### src/rtl/uart_rx_cfg.sv
// UART receiver: 2-flop synchroniser, 3-sample majority vote per bit, valid/ready output handshake.
// Optional parity bit when the macro UART_RX_PARITY_EN is defined.
module uart_rx_cfg #(
    parameter int CLKS_PER_BIT = 434,
    parameter int DATA_BITS    = 8,
    parameter int STOP_BITS    = 1,
    parameter int PARITY_ODD   = 0
) (
    input  logic                 clk,
    input  logic                 rst,
    input  logic                 rx,
    output logic [DATA_BITS-1:0] rx_data,
    output logic                 rx_valid,
    input  logic                 rx_ready,
    output logic                 frame_err,
    output logic                 parity_err,
    output logic                 overrun,
    output logic                 busy
);

    generate
        if (CLKS_PER_BIT < 8 || CLKS_PER_BIT > 65535) begin : g_bad_cpb
            $error("uart_rx_cfg: CLKS_PER_BIT out of range");
        end
        if (DATA_BITS < 5 || DATA_BITS > 9) begin : g_bad_db
            $error("uart_rx_cfg: DATA_BITS out of range");
        end
        if (STOP_BITS < 1 || STOP_BITS > 2) begin : g_bad_sb
            $error("uart_rx_cfg: STOP_BITS out of range");
        end
        if (PARITY_ODD < 0 || PARITY_ODD > 1) begin : g_bad_po
            $error("uart_rx_cfg: PARITY_ODD must be 0 or 1");
        end
    endgenerate

    localparam int          H         = CLKS_PER_BIT / 2;
    localparam logic [15:0] SAMP0     = 16'(H - 1);
    localparam logic [15:0] SAMP1     = 16'(H);
    localparam logic [15:0] SAMP2     = 16'(H + 1);
    localparam logic [15:0] BIT_LAST  = 16'(CLKS_PER_BIT - 1);
    localparam logic [3:0]  LAST_DATA = 4'(DATA_BITS - 1);
    localparam logic [3:0]  LAST_STOP = 4'(STOP_BITS - 1);

`ifdef UART_RX_PARITY_EN
    typedef enum logic [2:0] {
        ST_IDLE, ST_START, ST_DATA, ST_PARITY, ST_STOP
    } state_t;
`else
    typedef enum logic [2:0] {
        ST_IDLE, ST_START, ST_DATA, ST_STOP
    } state_t;
`endif

    state_t                 state_q;
    logic                   rx_meta_q;
    logic                   rx_sync_q;
    logic                   rx_prev_q;
    logic [15:0]            cyc_q;
    logic [3:0]             bit_q;
    logic [1:0]             samp_q;
    logic [DATA_BITS-1:0]   shift_q;
    logic                   ferr_acc_q;
    logic [DATA_BITS-1:0]   rx_data_q;
    logic                   rx_valid_q;
    logic                   frame_err_q;
    logic                   overrun_q;
`ifdef UART_RX_PARITY_EN
    logic                   par_bit_q;
    logic                   parity_err_q;
`endif

    logic vote_d;
    logic at_sample_d;
    logic at_end_d;

    // Third sample is the live synchronised value at offset H+1.
    assign vote_d      = (samp_q[0] & samp_q[1]) | (samp_q[0] & rx_sync_q) | (samp_q[1] & rx_sync_q);
    assign at_sample_d = (cyc_q == SAMP2);
    assign at_end_d    = (cyc_q == BIT_LAST);

    always_ff @(posedge clk or posedge rst) begin
        if (rst) begin
            state_q     <= ST_IDLE;
            rx_meta_q   <= 1'b1;
            rx_sync_q   <= 1'b1;
            rx_prev_q   <= 1'b1;
            cyc_q       <= '0;
            bit_q       <= '0;
            samp_q      <= 2'b11;
            shift_q     <= '0;
            ferr_acc_q  <= 1'b0;
            rx_data_q   <= '0;
            rx_valid_q  <= 1'b0;
            frame_err_q <= 1'b0;
            overrun_q   <= 1'b0;
`ifdef UART_RX_PARITY_EN
            par_bit_q    <= 1'b0;
            parity_err_q <= 1'b0;
`endif
        end else begin
            rx_meta_q <= rx;
            rx_sync_q <= rx_meta_q;
            rx_prev_q <= rx_sync_q;
            overrun_q <= 1'b0;

            if (rx_valid_q && rx_ready) begin
                rx_valid_q <= 1'b0;
            end

            if (state_q != ST_IDLE) begin
                cyc_q <= at_end_d ? 16'd0 : cyc_q + 16'd1;
                if (cyc_q == SAMP0) samp_q[0] <= rx_sync_q;
                if (cyc_q == SAMP1) samp_q[1] <= rx_sync_q;
            end

            case (state_q)
                ST_IDLE: begin
                    if (rx_prev_q && !rx_sync_q) begin
                        state_q    <= ST_START;
                        cyc_q      <= '0;
                        bit_q      <= '0;
                        ferr_acc_q <= 1'b0;
                    end
                end
                ST_START: begin
                    if (at_sample_d && vote_d) begin
                        state_q <= ST_IDLE;
                    end else if (at_end_d) begin
                        state_q <= ST_DATA;
                    end
                end
                ST_DATA: begin
                    if (at_sample_d) begin
                        shift_q <= {vote_d, shift_q[DATA_BITS-1:1]};
                    end
                    if (at_end_d) begin
                        if (bit_q == LAST_DATA) begin
                            bit_q <= '0;
`ifdef UART_RX_PARITY_EN
                            state_q <= ST_PARITY;
`else
                            state_q <= ST_STOP;
`endif
                        end else begin
                            bit_q <= bit_q + 4'd1;
                        end
                    end
                end
`ifdef UART_RX_PARITY_EN
                ST_PARITY: begin
                    if (at_sample_d) par_bit_q <= vote_d;
                    if (at_end_d)    state_q   <= ST_STOP;
                end
`endif
                ST_STOP: begin
                    // Completion happens at the last stop sample, not at the end of the bit.
                    if (at_sample_d) begin
                        if (bit_q == LAST_STOP) begin
                            state_q     <= ST_IDLE;
                            rx_data_q   <= shift_q;
                            frame_err_q <= ferr_acc_q | ~vote_d;
                            rx_valid_q  <= 1'b1;
                            overrun_q   <= rx_valid_q && !rx_ready;
`ifdef UART_RX_PARITY_EN
                            parity_err_q <= (^shift_q) ^ par_bit_q ^ 1'(PARITY_ODD);
`endif
                        end else begin
                            ferr_acc_q <= ferr_acc_q | ~vote_d;
                        end
                    end
                    if (at_end_d) begin
                        bit_q <= bit_q + 4'd1;
                    end
                end
                default: state_q <= ST_IDLE;
            endcase
        end
    end

    assign rx_data   = rx_data_q;
    assign rx_valid  = rx_valid_q;
    assign frame_err = frame_err_q;
    assign overrun   = overrun_q;
    assign busy      = (state_q != ST_IDLE);
`ifdef UART_RX_PARITY_EN
    assign parity_err = parity_err_q;
`else
    assign parity_err = 1'b0;
`endif

endmodule

### config.mk
export PLATFORM = sky130hd
export DESIGN_NAME = uart_rx_cfg
export DESIGN_NICKNAME = d
export VERILOG_FILES = /design/src/rtl/uart_rx_cfg.sv
export SDC_FILE = /design/constraint.sdc
export NUM_CORES = 1
export LEC_CHECK = 0
export ABC_AREA = 1
export CAP_MARGIN = 20
export CORE_ASPECT_RATIO = 1.5
export CORE_MARGIN = 1
export CORE_UTILIZATION = 30
export CTS_CLUSTER_SIZE = 40
export DETAILED_ROUTE_END_ITERATION = 8
export GPL_TIMING_DRIVEN = 0
export PLACE_DENSITY = 0.52
export SYNTH_ARGS = -nofsm -noshare
export SYNTH_HDL_FRONTEND = slang
export SYNTH_SLANG_ARGS = --single-unit
### constraint.sdc
create_clock -name clk -period 1.8 [get_ports clk]
set_clock_uncertainty 0.2 [all_clocks]
set_input_delay 0.27 -clock clk [delete_from_list [all_inputs] [get_ports clk]]
set_output_delay 0.27 -clock clk [all_outputs]
set_load 0.03 [all_outputs]
======== After elaboration in Yosys (flattened, before gate mapping) ========
Cells that the tools add are included.
word-level totals
  bits in registers ....................... 48
  input port bits ......................... 4
  output and inout port bits .............. 13
  word-level logic and storage cells ...... 85
cells by class
  add/sub/neg operators ................... 2
  equal/unequal tests ..................... 16
  mux-type cells .......................... 28
  bitwise logic cells ..................... 7
  reduce and logical (&&, ||, !) cells .... 18
operator list
  kind                                             number
  two-way mux 16 bit                               4
  == test 16 x 8 -> 1 bit (second input constant)  3
  two-way mux 3 bit                                7
  adder 16 x 1 -> 16 bit (second input constant)   1
  == test 16 x 9 -> 1 bit (second input constant)  1
  two-way mux 4 bit                                4
  != test 2 bit (second input constant)            7
  one-hot mux 3 bit (4 select lines)               1
  one-hot mux 4 bit (3 select lines)               1
  two-way mux 1 bit                                10
  AND reduction 4 bit                              2
  == test 3 x 2 -> 1 bit (second input constant)   2
  AND reduction 2 bit                              3
  AND reduction 6 bit                              1
  nonzero test 3 bit                               2
  adder 4 x 1 -> 4 bit (second input constant)     1
  == test 4 x 3 -> 1 bit (second input constant)   1
  logical AND 1 bit                                4
  zero test 4 bit                                  1
  AND 1 bit                                        3
  == test 3 x 1 -> 1 bit (second input constant)   1
  zero test 3 bit                                  1
  != test 3 bit (second input constant)            1
  OR 1 bit                                         3
  5 further kinds                                  6

======== Logic depth before layout (Yosys ltp) ========
Gate-level depths: netlist (run 1).
  depth in word-level cells ............... 8
  gate-level depth with buffers ........... 10

======== Least setup slack after synthesis (run 1) ========
No wires, ideal clock.
  kind .................................... flip-flop to flip-flop
  start ................................... register cyc_q[0]
  end ..................................... register frame_err_q, in the netlist frame_err
  library setup time ...................... 0.117 ns
  arrival time ............................ 1.400 ns
  slack ................................... 0.083 ns
  cell stages (with the launch flop) ...... 11
  cell sequence ........................... dfrtp_1 > inv_1 > ha_1 > nand3_1 > nor2_4 > nand2_2 > nor2_4 > nand2_4 > buf_6 > nand2_1 > nand2_1
between the ends
  cells in the longest elaborated chain, start to end .. 2
ends and longest elaborated chain
  element                        line  source
  start: declaration             58    logic [15:0] cyc_q;
  start signal: assignment       111   cyc_q <= at_end_d ? 16'd0 : cyc_q + 16'd1;
  == test 16 x 8 -> 1 bit        78    assign at_sample_d = (cyc_q == SAMP2);
  AND reduction 3 bit (no line)  --
  end signal: assignment         161   frame_err_q <= ferr_acc_q | ~vote_d;
  end: declaration               65    logic frame_err_q;
No other way between the ends.
A chain may end at the register's enable or synchronous reset.

======== Worst setup path after layout (run 1) ========
  start ................................... register cyc_q[0]
  end ..................................... register rx_data_q[3], in the netlist rx_data[3]
between the ends
  cells in the longest elaborated chain, start to end .. 2
ends and longest elaborated chain
  element                        line  source
  == test 16 x 8 -> 1 bit        78
  AND reduction 3 bit (no line)  --
  end signal: assignment         160   rx_data_q <= shift_q;
  end: declaration               63    logic [DATA_BITS-1:0] rx_data_q;
No other way between the ends.

==> metrics.md, run 1 <==
| Metric | Value |
|---|---|
| Avg Cell Area, Syn | 7.85 um^2 |
| Largest net degree at the start of global routing | 29 |
| Cell Pwr Density | 898 nW/um^2 |
| DRC violations left | 0 |
| Reg clk slew, reported paths | 0.07 ns |
| Total chip power | 2980 uW |
| DR vias | 2114 |
| RSZ-0062 raised after global routing | yes |
| Chip height | 114 um |
| Initial Util | 31.0% |
| Seq/Total Area, Yosys | 47.4% |
| Die W | 76.5 um |
| Netlist cell types | 29 |
| Clock Sinks | 47 |
| Switching share of power | 29.9% |
| Internal power | 2090 uW |
| Status | finished, final reports clean |
| Final cell count without fillers | 467 |
| TritonCTS buffer count | 5 |
| Crit-path max FO | 6 |
| IO Count | 17 |
| Post-DR vias/cell | 4.53 |
| Row count | 40 |
| Final nets | 371 |
| Hold/Removal Path Class | in2async |
| Clock share of power | 34.9% |
| Share of power burned in combinational logic | 25.8% |
| Register bit total from synthesis | 47 |
| Ant diodes | 0 |
| Slew Limit Fails | 0 |
| Cell count after synthesis | 318 |
| First-pass GRT wire length | 9.52 mm |
| Core area | 8060 um^2 |
| Mapped Nets | 328 |
| Fin crit period | 1.74 ns |
| Area growth, synth to finish | 32.8% |
| Leak | 0.00173 uW |
| Iteration-0 DRC Markers | 64 |
| Worst VDD drop | 0.535 mV |
| Routed length per instance | 11.5 um |
| Worst Path Required | 1.78 ns |
| Max cap viols | 0 |
| WP data arrival | 1.72 ns |
| Post-Place Cells | 439 |
| Crit end category | flip-flop |
| Synth Cell Area | 2490 um^2 |
| H-tree Lvls | 2 |
| Antenna Nets Post-Route | 0 |
| Yosys warns | 0 |
| Vias in the first global route | 2202 |
| Worst-Skew Late Latency | 0.28 ns |
| Most common cell after layout, fill and taps aside | nand2_1 |
| Die area | 8690 um^2 |
| Wirelength, routed | 5.38 mm |
| Psw | 890 uW |
| Max Clock Freq | 573 MHz |
| GPL Wtd Cong | 0.853 |
| CTS Root Cell | clkbuf_16 |
| Final hold viol count | 0 |
| Critical Path Source Type | flip-flop |
| CP Class | reg2reg |
| Sequential share of power | 39.3% |
| Number of fillers in the final layout | 798 |
| Final setup fails | 0 |
| Clock Tree Buf Depth | 2 |
| Layout cell share with drive strength beyond 1 | 25.1% |
| Most frequent cells in the layout | 75 x nand2_1, 42 x inv_1, 39 x dfrtp_1 |
| Port buffer count | 15 |
| Grt total ovfl | 0 |
| CTS tree | done |
| Global router's overall resource usage | 13.7% |
| Detailed Place HPWL | 3.98 mm |
| Initial antenna violation count | 0 |
| Drt pass-1 iters | 4 |
| Final period util | 96.9% |
| Final core utilization | 41.1% |
==> power groups by stage <==
| stage | Combinational, uW | Clock (uW) | Sequential [uW] |
|---|---|---|---|
| finish | 767 | 1040 | 1170 |
| floorplan | 375 | 0 | 1170 |
| detailed placement | 523 | 0 | 1180 |
| global placement | 512 | 0 | 1180 |
| global route | 858 | 1130 | 1180 |
| CTS | 675 | 1070 | 1160 |
==> sequential cells by signal, summed over array words and instances, names as in the netlist, 2 cells and up <==
| name | count |
|---|---|
| cyc_q | 16 |
| bit_q | 4 |
| samp_q | 2 |
| rx_data | 8 |
| shift_q | 8 |
| state_q | 2 |
==> path summary, 6_finish.rpt <==
kind                       slack [ns]                endpoint                start  depth (start not counted)
max                              0.06  rx_data[3]$_DFFE_PP0P_   cyc_q[0]$_DFF_PP0_                         10
min                              0.11  ferr_acc_q$_DFFE_PP0P_                  rst                          2
max reg2reg                      0.06  rx_data[3]$_DFFE_PP0P_   cyc_q[0]$_DFF_PP0_                         10
min reg2reg                      0.16     rx_sync_q$_DFF_PP1_  rx_meta_q$_DFF_PP1_                          0
max in group asynchronous        0.77  state_q[0]$_DFFE_PP0P_                  rst                          3
min in group clk                 0.16     rx_sync_q$_DFF_PP1_  rx_meta_q$_DFF_PP1_                          0
==> final cells by class <==
cell class | count | area (um^2) | area share, %
Tap cell | 105 | 131 | 3.96
Clock inverter | 3 | 43.8 | 1.32
Buffer | 5 | 56.3 | 1.70
Sequential cell | 47 | 1190 | 35.8
Inverter | 49 | 186 | 5.62
Multi-Input combinational cell | 217 | 1210 | 36.4
Timing Repair Buffer | 36 | 378 | 11.4
Clock buffer | 5 | 125 | 3.78
==> per-stage QoR <==
stage	setup WS (ns)	hold WS [ns]	cell area, um^2	setup TNS, ns
after CTS	0.00365	0.127	3130	0
after global placement	-0.829	0.147	2780	-37.99
after global routing	-0.0470	0.155	3310	-0.417
final	0.0562	0.108	3310	0
after detailed placement	-0.420	0.147	2800	-1.99
after floorplan	0.0828	0.0745	2490	0
==> cells by family after synthesis <==
logic type	share of synthesized area, %
AOI/OAI and AO/OA	7.92
xor gates and xnor gates	2.11
adders and majority gates	3.01
buffers and inverters	8.83
DFF	47.4
muxes	0.401
other	0.150
and+or+nand+nor	30.2
==> what timing repair did <==
item | 4_1_cts | 5_1_grt
gates resized for setup | 23 | 48
setup endpoints to repair | 34 | 43
setup buffers | 11 | 7
pin swaps | 3 | 8
hold buffers | 0 | 0
gates cloned | 1 | 1
==> routing by layer <==
layer	global-route usage (%)	vias to the layer above	routed length (um)
li1	-	1080	-
met1	14.2	983	2190
met2	26.3	35	2940
met3	2.32	16	109
met4	6.41	0	135
met5	0	-	0
==> cell usage after synthesis (all sizes together) <==
library cell / count / area (um^2)
dfrtp: 42 / 1050
or2: 1 / 6.26
dfstp: 5 / 131
o21ai: 24 / 143
nand2: 87 / 342
o21a: 2 / 15.0
a21oi: 5 / 25.0
nor2: 38 / 173
nand3: 29 / 150
nand3b: 1 / 7.51
nor3: 10 / 50.1
inv: 49 / 184
ha: 6 / 75.1
buf: 5 / 36.3
nand4: 4 / 25.0
conb: 1 / 3.75
mux2i: 1 / 10.0
xor2: 6 / 52.6
o31ai: 2 / 15.0
==> critical path: stages, from the launching register on <==
cell	delay (ns)
dfrtp_1	0.41
inv_2	0.09
ha_4	0.14
nand3_4	0.08
nor2_4	0.14
nand2_4	0.08
nor2_4	0.12
nand2_4	0.11
buf_6	0.16
nand2_1	0.06
o21ai_2	0.05
Power figures use the tool's default switching activity.
==> run 2: changes to the inputs <==
CTS_CLUSTER_DIAMETER = 150   (was unset)
==> results of run 2 <==
Final layout, timing and power as in run 1 (identical DEF).
